<file path="src/rtl/recfn_pkg.sv">
`default_nettype none
// +----------------------------------------------------------------------------+
// | Module   : recfn_pkg                                                       |
// | Brief    : Shared widths, class codes and stage-1 lane fields for the      |
// |            recoded-to-IEEE stream converter.                               |
// | Revision : 1.0 - initial release                                           |
// +----------------------------------------------------------------------------+
package recfn_pkg;

    localparam int FN_EXP_WIDTH = 8;
    localparam int FN_SIG_WIDTH = 24;

    function automatic int clog2(input int value);
        int result;
        result = 0;
        while ((1 << result) < value) begin
            result = result + 1;
        end
        return result;
    endfunction

    function automatic int min_norm_exp(input int exp_width);
        return (1 << (exp_width - 1)) + 2;
    endfunction

    function automatic int recfn_in_width(input int exp_width, input int sig_width);
        return exp_width + sig_width + 1;
    endfunction

    function automatic int recfn_out_width(input int exp_width, input int sig_width);
        return exp_width + sig_width;
    endfunction

    // Top three bits of the recoded exponent select the special classes.
    localparam logic [2:0] CLS_ZERO = 3'b000;
    localparam logic [2:0] CLS_INF  = 3'b110;
    localparam logic [2:0] CLS_NAN  = 3'b111;

    typedef struct packed {
        logic                    sign;
        logic [FN_EXP_WIDTH:0]   s_exp;
        logic [FN_SIG_WIDTH-1:0] sig;
        logic                    is_nan;
        logic                    is_inf;
        logic                    is_zero;
    } lane_fields_t;

endpackage
`default_nettype wire

</file>
<file path="src/rtl/recfn_lane_decode.sv">
`default_nettype none
// +----------------------------------------------------------------------------+
// | Module   : recfn_lane_decode                                               |
// | Brief    : Per-lane combinational decode of a recoded word and packing of  |
// |            registered fields into an IEEE word. RECFN_CANON_NAN_EN forces  |
// |            NaN outputs to the canonical quiet NaN.                         |
// | Revision : 1.0 - initial release                                           |
// +----------------------------------------------------------------------------+
module recfn_lane_decode
    import recfn_pkg::*;
#(
    parameter int EXP_WIDTH = FN_EXP_WIDTH,
    parameter int SIG_WIDTH = FN_SIG_WIDTH,
    parameter int IN_WIDTH  = recfn_in_width(EXP_WIDTH, SIG_WIDTH),
    parameter int OUT_WIDTH = recfn_out_width(EXP_WIDTH, SIG_WIDTH)
) (
    input  logic [IN_WIDTH-1:0]  i_rec,
    output lane_fields_t         o_dec,
    input  lane_fields_t         i_fields,
    output logic [OUT_WIDTH-1:0] o_fn,
    output logic                 o_is_nan,
    output logic                 o_is_sub
);

    localparam int                 c_min_norm_i = min_norm_exp(EXP_WIDTH);
    localparam int                 c_dist_w     = clog2(SIG_WIDTH + 1);
    localparam logic [EXP_WIDTH:0] c_min_norm   = (EXP_WIDTH + 1)'(c_min_norm_i);
    localparam logic [EXP_WIDTH:0] c_norm_bias  = (EXP_WIDTH + 1)'(c_min_norm_i - 1);
    localparam logic [EXP_WIDTH:0] c_dist_sat   = (EXP_WIDTH + 1)'(SIG_WIDTH);

    logic [EXP_WIDTH:0]   w_rec_exp;
    logic [2:0]           w_rec_cls;
    logic                 w_rec_zero;

    assign w_rec_exp  = i_rec[IN_WIDTH-2 -: EXP_WIDTH+1];
    assign w_rec_cls  = w_rec_exp[EXP_WIDTH -: 3];
    assign w_rec_zero = (w_rec_cls == CLS_ZERO);

    always_comb begin
        o_dec         = '0;
        o_dec.sign    = i_rec[IN_WIDTH-1];
        o_dec.s_exp   = w_rec_exp;
        o_dec.sig     = {~w_rec_zero, i_rec[SIG_WIDTH-2:0]};
        o_dec.is_zero = w_rec_zero;
        o_dec.is_inf  = (w_rec_cls == CLS_INF);
        o_dec.is_nan  = (w_rec_cls == CLS_NAN);
    end

    logic                 w_subnormal;
    logic [EXP_WIDTH:0]   w_dist_full;
    logic [c_dist_w-1:0]  w_dist;
    logic [SIG_WIDTH-2:0] w_sub_fract;
    logic [EXP_WIDTH-1:0] w_exp_norm;
    logic [EXP_WIDTH-1:0] w_exp_out;
    logic [SIG_WIDTH-2:0] w_fract_out;

    assign w_subnormal = (i_fields.s_exp < c_min_norm);
    assign w_dist_full = c_norm_bias - i_fields.s_exp;
    // Any distance past the significand width shifts everything out anyway.
    assign w_dist      = (w_dist_full > c_dist_sat) ? c_dist_w'(SIG_WIDTH)
                                                    : c_dist_w'(w_dist_full);
    assign w_sub_fract = i_fields.sig[SIG_WIDTH-1:1] >> w_dist;
    assign w_exp_norm  = EXP_WIDTH'(i_fields.s_exp - c_norm_bias);

    always_comb begin
        w_exp_out = w_exp_norm;
        if (i_fields.is_nan || i_fields.is_inf) begin
            w_exp_out = '1;
        end else if (w_subnormal) begin
            w_exp_out = '0;
        end

        w_fract_out = i_fields.sig[SIG_WIDTH-2:0];
        if (w_subnormal) begin
            w_fract_out = w_sub_fract;
        end else if (i_fields.is_inf) begin
            w_fract_out = '0;
        end
    end

`ifdef RECFN_CANON_NAN_EN
    assign o_fn = i_fields.is_nan ? {1'b0, {EXP_WIDTH{1'b1}}, 1'b1, {(SIG_WIDTH-2){1'b0}}}
                                  : {i_fields.sign, w_exp_out, w_fract_out};
`else
    assign o_fn = {i_fields.sign, w_exp_out, w_fract_out};
`endif

    assign o_is_nan = i_fields.is_nan;
    assign o_is_sub = (w_exp_out == '0) && !i_fields.is_zero;

endmodule
`default_nettype wire

</file>
<file path="src/rtl/recfn_to_fn_stream.sv">
`default_nettype none
// +----------------------------------------------------------------------------+
// | Module   : recfn_to_fn_stream                                              |
// | Brief    : Multi-lane 2-stage valid/ready converter from recoded float to  |
// |            IEEE words with sticky NaN/subnormal flags. Optional macro      |
// |            RECFN_CANON_NAN_EN canonicalises NaN outputs.                   |
// | Revision : 1.0 - initial release                                           |
// +----------------------------------------------------------------------------+
module recfn_to_fn_stream
    import recfn_pkg::*;
#(
    parameter int EXP_WIDTH = FN_EXP_WIDTH,
    parameter int SIG_WIDTH = FN_SIG_WIDTH,
    parameter int LANES     = 2,
    parameter int IN_WIDTH  = recfn_in_width(EXP_WIDTH, SIG_WIDTH),
    parameter int OUT_WIDTH = recfn_out_width(EXP_WIDTH, SIG_WIDTH)
) (
    input  logic                       clk,
    input  logic                       reset,
    input  logic                       in_valid,
    output logic                       in_ready,
    input  logic [LANES*IN_WIDTH-1:0]  in_data,
    output logic                       out_valid,
    input  logic                       out_ready,
    output logic [LANES*OUT_WIDTH-1:0] out_data,
    output logic [LANES-1:0]           flag_nan,
    output logic [LANES-1:0]           flag_sub,
    input  logic                       flags_clr
);

    logic                       r_s1_valid;
    logic                       r_s2_valid;
    logic                       w_s2_ready;
    logic                       w_out_fire;
    lane_fields_t               w_dec       [LANES];
    lane_fields_t               r_s1_fields [LANES];
    logic [LANES*OUT_WIDTH-1:0] w_pack_data;
    logic [LANES*OUT_WIDTH-1:0] r_out_data;
    logic [LANES-1:0]           w_pack_nan;
    logic [LANES-1:0]           w_pack_sub;
    logic [LANES-1:0]           r_s2_nan;
    logic [LANES-1:0]           r_s2_sub;
    logic [LANES-1:0]           r_flag_nan;
    logic [LANES-1:0]           r_flag_sub;

    generate
        for (genvar i = 0; i < LANES; i++) begin : g_lane
            recfn_lane_decode #(
                .EXP_WIDTH (EXP_WIDTH),
                .SIG_WIDTH (SIG_WIDTH),
                .IN_WIDTH  (IN_WIDTH),
                .OUT_WIDTH (OUT_WIDTH)
            ) u_lane (
                .i_rec    (in_data[i*IN_WIDTH +: IN_WIDTH]),
                .o_dec    (w_dec[i]),
                .i_fields (r_s1_fields[i]),
                .o_fn     (w_pack_data[i*OUT_WIDTH +: OUT_WIDTH]),
                .o_is_nan (w_pack_nan[i]),
                .o_is_sub (w_pack_sub[i])
            );
        end
    endgenerate

    // A stage may load when empty or when its occupant leaves this same cycle.
    assign w_s2_ready = !r_s2_valid || out_ready;
    assign in_ready   = !r_s1_valid || w_s2_ready;
    assign w_out_fire = r_s2_valid && out_ready;

    always_ff @(posedge clk or negedge reset) begin
        if (!reset) begin
            r_s1_valid <= 1'b0;
            for (int i = 0; i < LANES; i++) begin
                r_s1_fields[i] <= '0;
            end
        end else if (in_ready) begin
            r_s1_valid <= in_valid;
            if (in_valid) begin
                for (int i = 0; i < LANES; i++) begin
                    r_s1_fields[i] <= w_dec[i];
                end
            end
        end
    end

    always_ff @(posedge clk or negedge reset) begin
        if (!reset) begin
            r_s2_valid <= 1'b0;
            r_out_data <= '0;
            r_s2_nan   <= '0;
            r_s2_sub   <= '0;
        end else if (w_s2_ready) begin
            r_s2_valid <= r_s1_valid;
            if (r_s1_valid) begin
                r_out_data <= w_pack_data;
                r_s2_nan   <= w_pack_nan;
                r_s2_sub   <= w_pack_sub;
            end
        end
    end

    // Clear is applied first so a same-cycle set survives it.
    always_ff @(posedge clk or negedge reset) begin
        if (!reset) begin
            r_flag_nan <= '0;
            r_flag_sub <= '0;
        end else begin
            r_flag_nan <= (flags_clr ? '0 : r_flag_nan) | (w_out_fire ? r_s2_nan : '0);
            r_flag_sub <= (flags_clr ? '0 : r_flag_sub) | (w_out_fire ? r_s2_sub : '0);
        end
    end

    assign out_valid = r_s2_valid;
    assign out_data  = r_out_data;
    assign flag_nan  = r_flag_nan;
    assign flag_sub  = r_flag_sub;

endmodule
`default_nettype wire

</file>
<file path="config.mk">
export PLATFORM = sky130hd
export DESIGN_NAME = recfn_to_fn_stream
export DESIGN_NICKNAME = d
export VERILOG_FILES = /design/src/rtl/recfn_pkg.sv /design/src/rtl/recfn_lane_decode.sv /design/src/rtl/recfn_to_fn_stream.sv
export SDC_FILE = /design/constraint.sdc
export NUM_CORES = 1
export LEC_CHECK = 0
export ABC_AREA = 0
export ABC_CLOCK_PERIOD_IN_PS = 4370
export CORE_ASPECT_RATIO = 0.75
export CORE_MARGIN = 2
export CORE_UTILIZATION = 25
export CTS_CLUSTER_DIAMETER = 30
export CTS_CLUSTER_SIZE = 25
export DETAILED_ROUTE_END_ITERATION = 16
export SKIP_LAST_GASP = 1
export SLEW_MARGIN = 25
export SYNTH_ARGS = -nofsm -noshare
export SYNTH_HDL_FRONTEND = slang
export SYNTH_SLANG_ARGS = --single-unit
</file>
<file path="constraint.sdc">
create_clock -name clk -period 4.37 [get_ports clk]
set_input_delay 1.0925 -clock clk [delete_from_list [all_inputs] [get_ports clk]]
set_output_delay 1.0925 -clock clk [all_outputs]
set_load 0.01 [all_outputs]
</file>
==> flow_summary.toml, run 1 <==
[outcome]
outcome = "finished clean"

[logic_synthesis]
synth.distinct_cells = 82
synth_enable_flop_cells = 0
synth_flop_cell = "dfrtp_1"
synth-seq-cells = 148
async_flop_share_pct = 100
netlist_instances = 1126
synth_nets = 1203
avgSynthCellArea_um2 = 8.16
syn_area_um2 = 9190
yosysWarnings = 0
yosysSeqAreaShare_pct = 40.3

[timing]
fmax_ghz = 0.273
min_period_ps = 3670
hold_viol = 0
slew_headroom_pct = 44.1
fin_setup_tns_ps = 0
fin_crit_sh_pct = 84.0
maxSlewViolCount = 0
tightest_slew_ps = 838
finClkSkew_ps = 13.0
setup_viol = 0
rsz0062_at_grt = "false"

[setup_path]
r2r-start = "r_s1_fields[28]"
worst_path_largest_cell_delay_ps = 710
start_kind = "flop"
r2r-end = "out_data[34]"
critPathKind = "reg -> reg"
crit_fanout = 17
cp.depth = 10
reg2reg_slack_ps = 700
cp.required_ps = 4720
cp-end-kind = "flop"
path_cells = "inv_1, ha_1, or3b_2, a22oi_1, a211o_1, mux2i_1, mux2_2, o32ai_1, a221oi_1, a21oi_1"
cp_data_arrival_time_ps = 4020
slowest_stage = "a211o_1"
startpoint = "r_s1_fields[28]"
critPathCapture = "out_data[34]"
rr_worst_depth = 10
crit_family = "compound AO/OA/AOI/OAI gates"
crit_buf_inv = 1

[power]
power_density_nw_per_um2 = 448
ir_drop_mv = 0.257
leakage_nw = 4.94

[global_route]
met2_usage_pct = 25.7
grt.total_usage_pct = 19.6
grt_pass1_wl_mm = 56.5
overflow = 0
gr-usage-met1_pct = 31.4
met3_usage_pct = 4.33
busiest_layer = "met1"
first_global_vias = 8818
grt_max_degree = 65
antenna_found_initial = 0

[drt]
drc = 0
routed_wirelength_mm = 37.3
wl_per_cell_um = 21.6
drtIter0Drc = 919
ant_nets = 0
vias_per_cell = 5.38
vias = 9270
drt_first_pass_iters = 5

[clock_network]
clk_latency_ps = 440
ctsRootBufferMaster = "clkbuf_16"
h-tree-depth = 4
post_cts_buffers = 0
cts.sinks = 148
cts_buffers = 17
cts_tree = "done"
clk_path_buf_depth = 2
hold_buffers = 0
ctsResizeCount = 0
clk_pin_slew_ps = 60

[final_layout]
drive_above_1_share_pct = 8.90
syn2layout_area_growth_pct = 28.1
diodes = 0
fillers = 3790
fin_nets = 1323
final_util_pct = 32.7

[place]
dp_hpwl_mm = 27.6
globalplace.congestion = 0.958
io_buffers = 140

[job]
timing.max_cap.violations = 0

[floorplanning]
initial_core_util_pct = 25.5
core_um2 = 36000
fp-row-count = 60
die-area_um2 = 38300
die_h_um = 170
die_x_um = 225
io_pins = 141

[min_path]
hold_class = "reg -> reg"
## stage by stage
stage / instances / power (W) / setup slack (ps) / hold slack [ps] / area (µm²)
CTS: 1724 / 0.00531 / 762 / 479 / 11800
finish: 1724 / 0.00528 / 701 / 473 / 11800
floorplan: 1126 / 0.00277 / 1230 / 439 / 9190
global placement: 1692 / 0.00364 / 788 / 454 / 11100
detailed placement: 1692 / 0.00364 / 801 / 463 / 11100
global route: 1724 / 0.00556 / 389 / 503 / 11800
## worst min-delay path by stage
stage          depth (start not counted)            start  slack, ps               to
2_1_floorplan                          2  r_s1_fields[73]        440     out_data[31]
3_3_place_gp                           2  r_s1_fields[36]        450     out_data[63]
3_5_place_dp                           2  r_s1_fields[73]        460     out_data[31]
4_1_cts                                2  r_s1_fields[36]        480     out_data[63]
5_1_grt                                2  r_s1_fields[36]        500  r_s1_fields[36]
6_report                               2  r_s1_fields[36]        470     out_data[63]
## state kept, by name (all words and copies together) (netlist names)
register / flops
flag_nan: 2
flag_sub: 2
out_data: 64
out_valid: 1
r_s1_fields: 74
r_s1_valid: 1
r_s2_nan: 2
r_s2_sub: 2
## final cells by class
type	count	area, µm²	area share (%)
clock buffers	21	470	4.00
clock inverters	11	171	1.46
inverters	34	128	1.08
multi-input cells	866	5010	42.5
flip-flops and latches	148	3700	31.5
well taps	465	582	4.94
repair buffers	179	1710	14.5
## layer usage
metal  vias up  part of all wire, %
li1       4264                    -
met1      4549                   51
met2       430                   39
met3        27                  8.5
met4         0                  1.3
met5         -                    0
## placed cells by master (no fill, tap or decap), types with 4 or more instances in the layout
master / n
a211o_1: 7
o2111ai_1: 5
nand3_1: 23
and3_1: 5
clkdlybuf4s50_1: 139
a221oi_1: 22
a211oi_1: 19
nand2b_1: 14
a31oi_1: 18
nor4_1: 10
a21boi_0: 5
o22ai_1: 15
o21a_1: 18
a22oi_1: 5
clkbuf_16: 17
nor3b_1: 5
o31ai_1: 7
buf_4: 38
inv_1: 34
ha_1: 6
bufinv_16: 4
nor2_1: 97
o211ai_1: 16
a21oi_1: 75
mux2i_1: 32
nor3_1: 31
dfrtp_1: 148
o21ai_0: 81
a22o_1: 5
mux2_2: 9
xor2_1: 10
nand2_1: 239
xnor2_1: 9
## worst register-to-register path, delay by kind of cell, from the launching register on
family          cells  cell delay [ps]
fa+ha+maj           1              320
flops               1              370
buf+inv             1              220
mux                 2              540
simple gates        1              470
compound gates      5             1660
## power by group
| group | total (W) | switching (W) | internal, W |
|---|---|---|---|
| Combinational | 0.00173 | 0.000976 | 0.000752 |
| Clock | 0.00164 | 0.000633 | 0.00101 |
| Sequential | 0.00191 | 0.000299 | 0.00161 |
## synthesized netlist by cell type (16+ instances only)
master / n / share of area (%)
inv_1: 34 / 1.4
nor3_1: 31 / 1.7
nand3_1: 23 / 1.3
a221oi_1: 22 / 2.1
clkbuf_1: 53 / 2.2
mux2i_1: 32 / 3.5
nand2_1: 241 / 9.8
o21a_1: 18 / 1.5
o211ai_1: 16 / 1.3
a211oi_1: 19 / 1.6
dfrtp_1: 148 / 40
o21ai_0: 81 / 4.4
a21oi_1: 75 / 4.1
a31oi_1: 18 / 1.2
nor2_1: 98 / 4.0
## logic make-up after synthesis
group	share of synthesized area (%)
buffers and inverters	5.31
AND/OR/NAND/NOR	22.2
AO/OA/AOI/OAI	24.8
multiplexers	4.75
XOR/XNOR	1.81
adder cells (fa/ha/maj)	0.817
flip-flops	40.3
(Power assumes the default switching activity.)
==> run 2: changes to the inputs <==
Settings changed: ABC_CLOCK_PERIOD_IN_PS 4370 to 3300.
Clock period 4.37 ns to 3.3 ns, I/O delays scaled along.
==> run 2 against run 1 <==
  * First-iteration DRC count down 2.8%
  * Register-to-register slack got worse by 560 ps
  * Sequential power up 30%
  * Final cell count is 3.1% higher
  * Global-route usage up 0.37 points
  * Critical endpoint unchanged
  * Largest cell class unchanged
  * Largest power group unchanged
==> flow_summary.toml, run 2 (synthesis gave the netlist of run 1 again) <==
[outcome]
outcome = "finished clean"

[floorplanning]
die_h_um = 170
die-area_um2 = 38300
fp-row-count = 60
initial_core_util_pct = 25.5
core_um2 = 36000
die_x_um = 225
io_pins = 141

[drt]
drtIter0Drc = 893
vias = 9346
drc = 0
wl_per_cell_um = 21.4
ant_nets = 0
routed_wirelength_mm = 38.1
drt_first_pass_iters = 5
vias_per_cell = 5.26

[timing]
slew_headroom_pct = 45.4
maxSlewViolCount = 0
fmax_ghz = 0.316
setup_viol = 0
min_period_ps = 3160
holdWs_ps = 384
hold_viol = 0
final.setup.worst_slack_ps = 139
finClkSkew_ps = 11.5
tightest_slew_ps = 815
fin_crit_sh_pct = 95.8

[setup_path]
slowest_stage = "or4_4"
worst_path_largest_cell_delay_ps = 520
crit_fanout = 10
startpoint = "r_s1_fields[30]"
cp.required_ps = 3660
reg2reg_slack_ps = 140
crit_buf_inv = 1
r2r-start = "r_s1_fields[30]"
cp_data_arrival_time_ps = 3520
critPathKind = "reg -> reg"
path_cells = "or3_4, or4_4, a211o_2, buf_4, nor2_8, mux2_2, a221oi_2, o31ai_2, a21oi_1"
crit_family = "simple AND/OR/NAND/NOR gates"
start_kind = "flop"
cp-end-kind = "flop"

[clock_network]
h-tree-depth = 4
clk_latency_ps = 430
cts_tree = "done"
cts.sinks = 148
clk_path_buf_depth = 2
post_cts_buffers = 0
clk_pin_slew_ps = 70
cts_buffers = 17
ctsRootBufferMaster = "clkbuf_16"

[global_route]
grt_max_degree = 95
antenna_found_initial = 0
grt.total_usage_pct = 19.9
first_global_vias = 9027
grt_pass1_wl_mm = 57.7
overflow = 0

[min_path]
hold_class = "in -> async"

[final_layout]
top_register = "r_s1_fields"
diodes = 0
syn2layout_area_growth_pct = 33.7
fin_nets = 1377
mostFrequentLayoutCell = "nand2_1"
final_cell_mix = "nand2_1, dfrtp_1, clkdlybuf4s50_1, nor2_1, buf_4"
largest_reg_flops = 74
drive_above_1_share_pct = 13.6

[place]
pre_cts_slack_ps = 139
globalplace.congestion = 0.977
io_buffers = 140
dp_hpwl_mm = 28.8

[power]
leakage_nw = 5.21
ir_drop_mv = 0.292
power_density_nw_per_um2 = 572

[job]
timing.max_cap.violations = 0
[run 2: repair_timing]
action	4_1_cts	5_1_grt
setup endpoints to repair	0	22
hold endpoints to repair	0	0
gates resized for setup	0	16
hold buffers	0	0
[run 2: metal layers]
| metal | vias to the layer above | track usage [%] | share of wire, % |
|---|---|---|---|
| met1 | 4510 | 31.0 | 51 |
| li1 | 4378 | - | - |
| met3 | 30 | 6.22 | 9.7 |
| met2 | 428 | 26.0 | 38 |
| met4 | 0 | 4.69 | 1.4 |
| met5 | - | 0 | 0 |
[run 2: path summary, 6_finish.rpt]
check                             endpoint  depth (start not counted)
max in group asynchronous     out_data[14]                          2
hold / removal             r_s1_fields[32]                          1
setup / recovery              out_data[34]                          9
setup reg to reg              out_data[34]                          9
hold reg to reg               out_data[31]                          2
min in group clk              out_data[31]                          2
[run 2: stage by stage]
step	power, W	utilization (%)	TNS [ps]	instances	cell area (µm²)
global route	0.00742	34.1	-29.5	1778	12300
floorplan	0.00367	-	0	1126	9190
global placement	0.00496	32.2	-3.17	1746	11600
finish	0.00703	34.1	0	1778	12300
detailed placement	0.00495	32.2	0	1746	11600
CTS	0.00705	33.9	0	1778	12200
[run 2: final cells by class]
cell class | count | area [µm²]
repair buffers | 233 | 2200
clock buffers | 20 | 447
clock inverters | 12 | 155
flip-flops and latches | 148 | 3700
inverters | 34 | 128
multi-input cells | 866 | 5070
fillers | 3787 | 23700
well taps | 465 | 582
[run 2: power breakdown]
part	internal, W	switching [W]	total (W)
Clock	0.00121	0.000854	0.00207
Sequential	0.00213	0.000361	0.00249
Combinational	0.00110	0.00137	0.00247
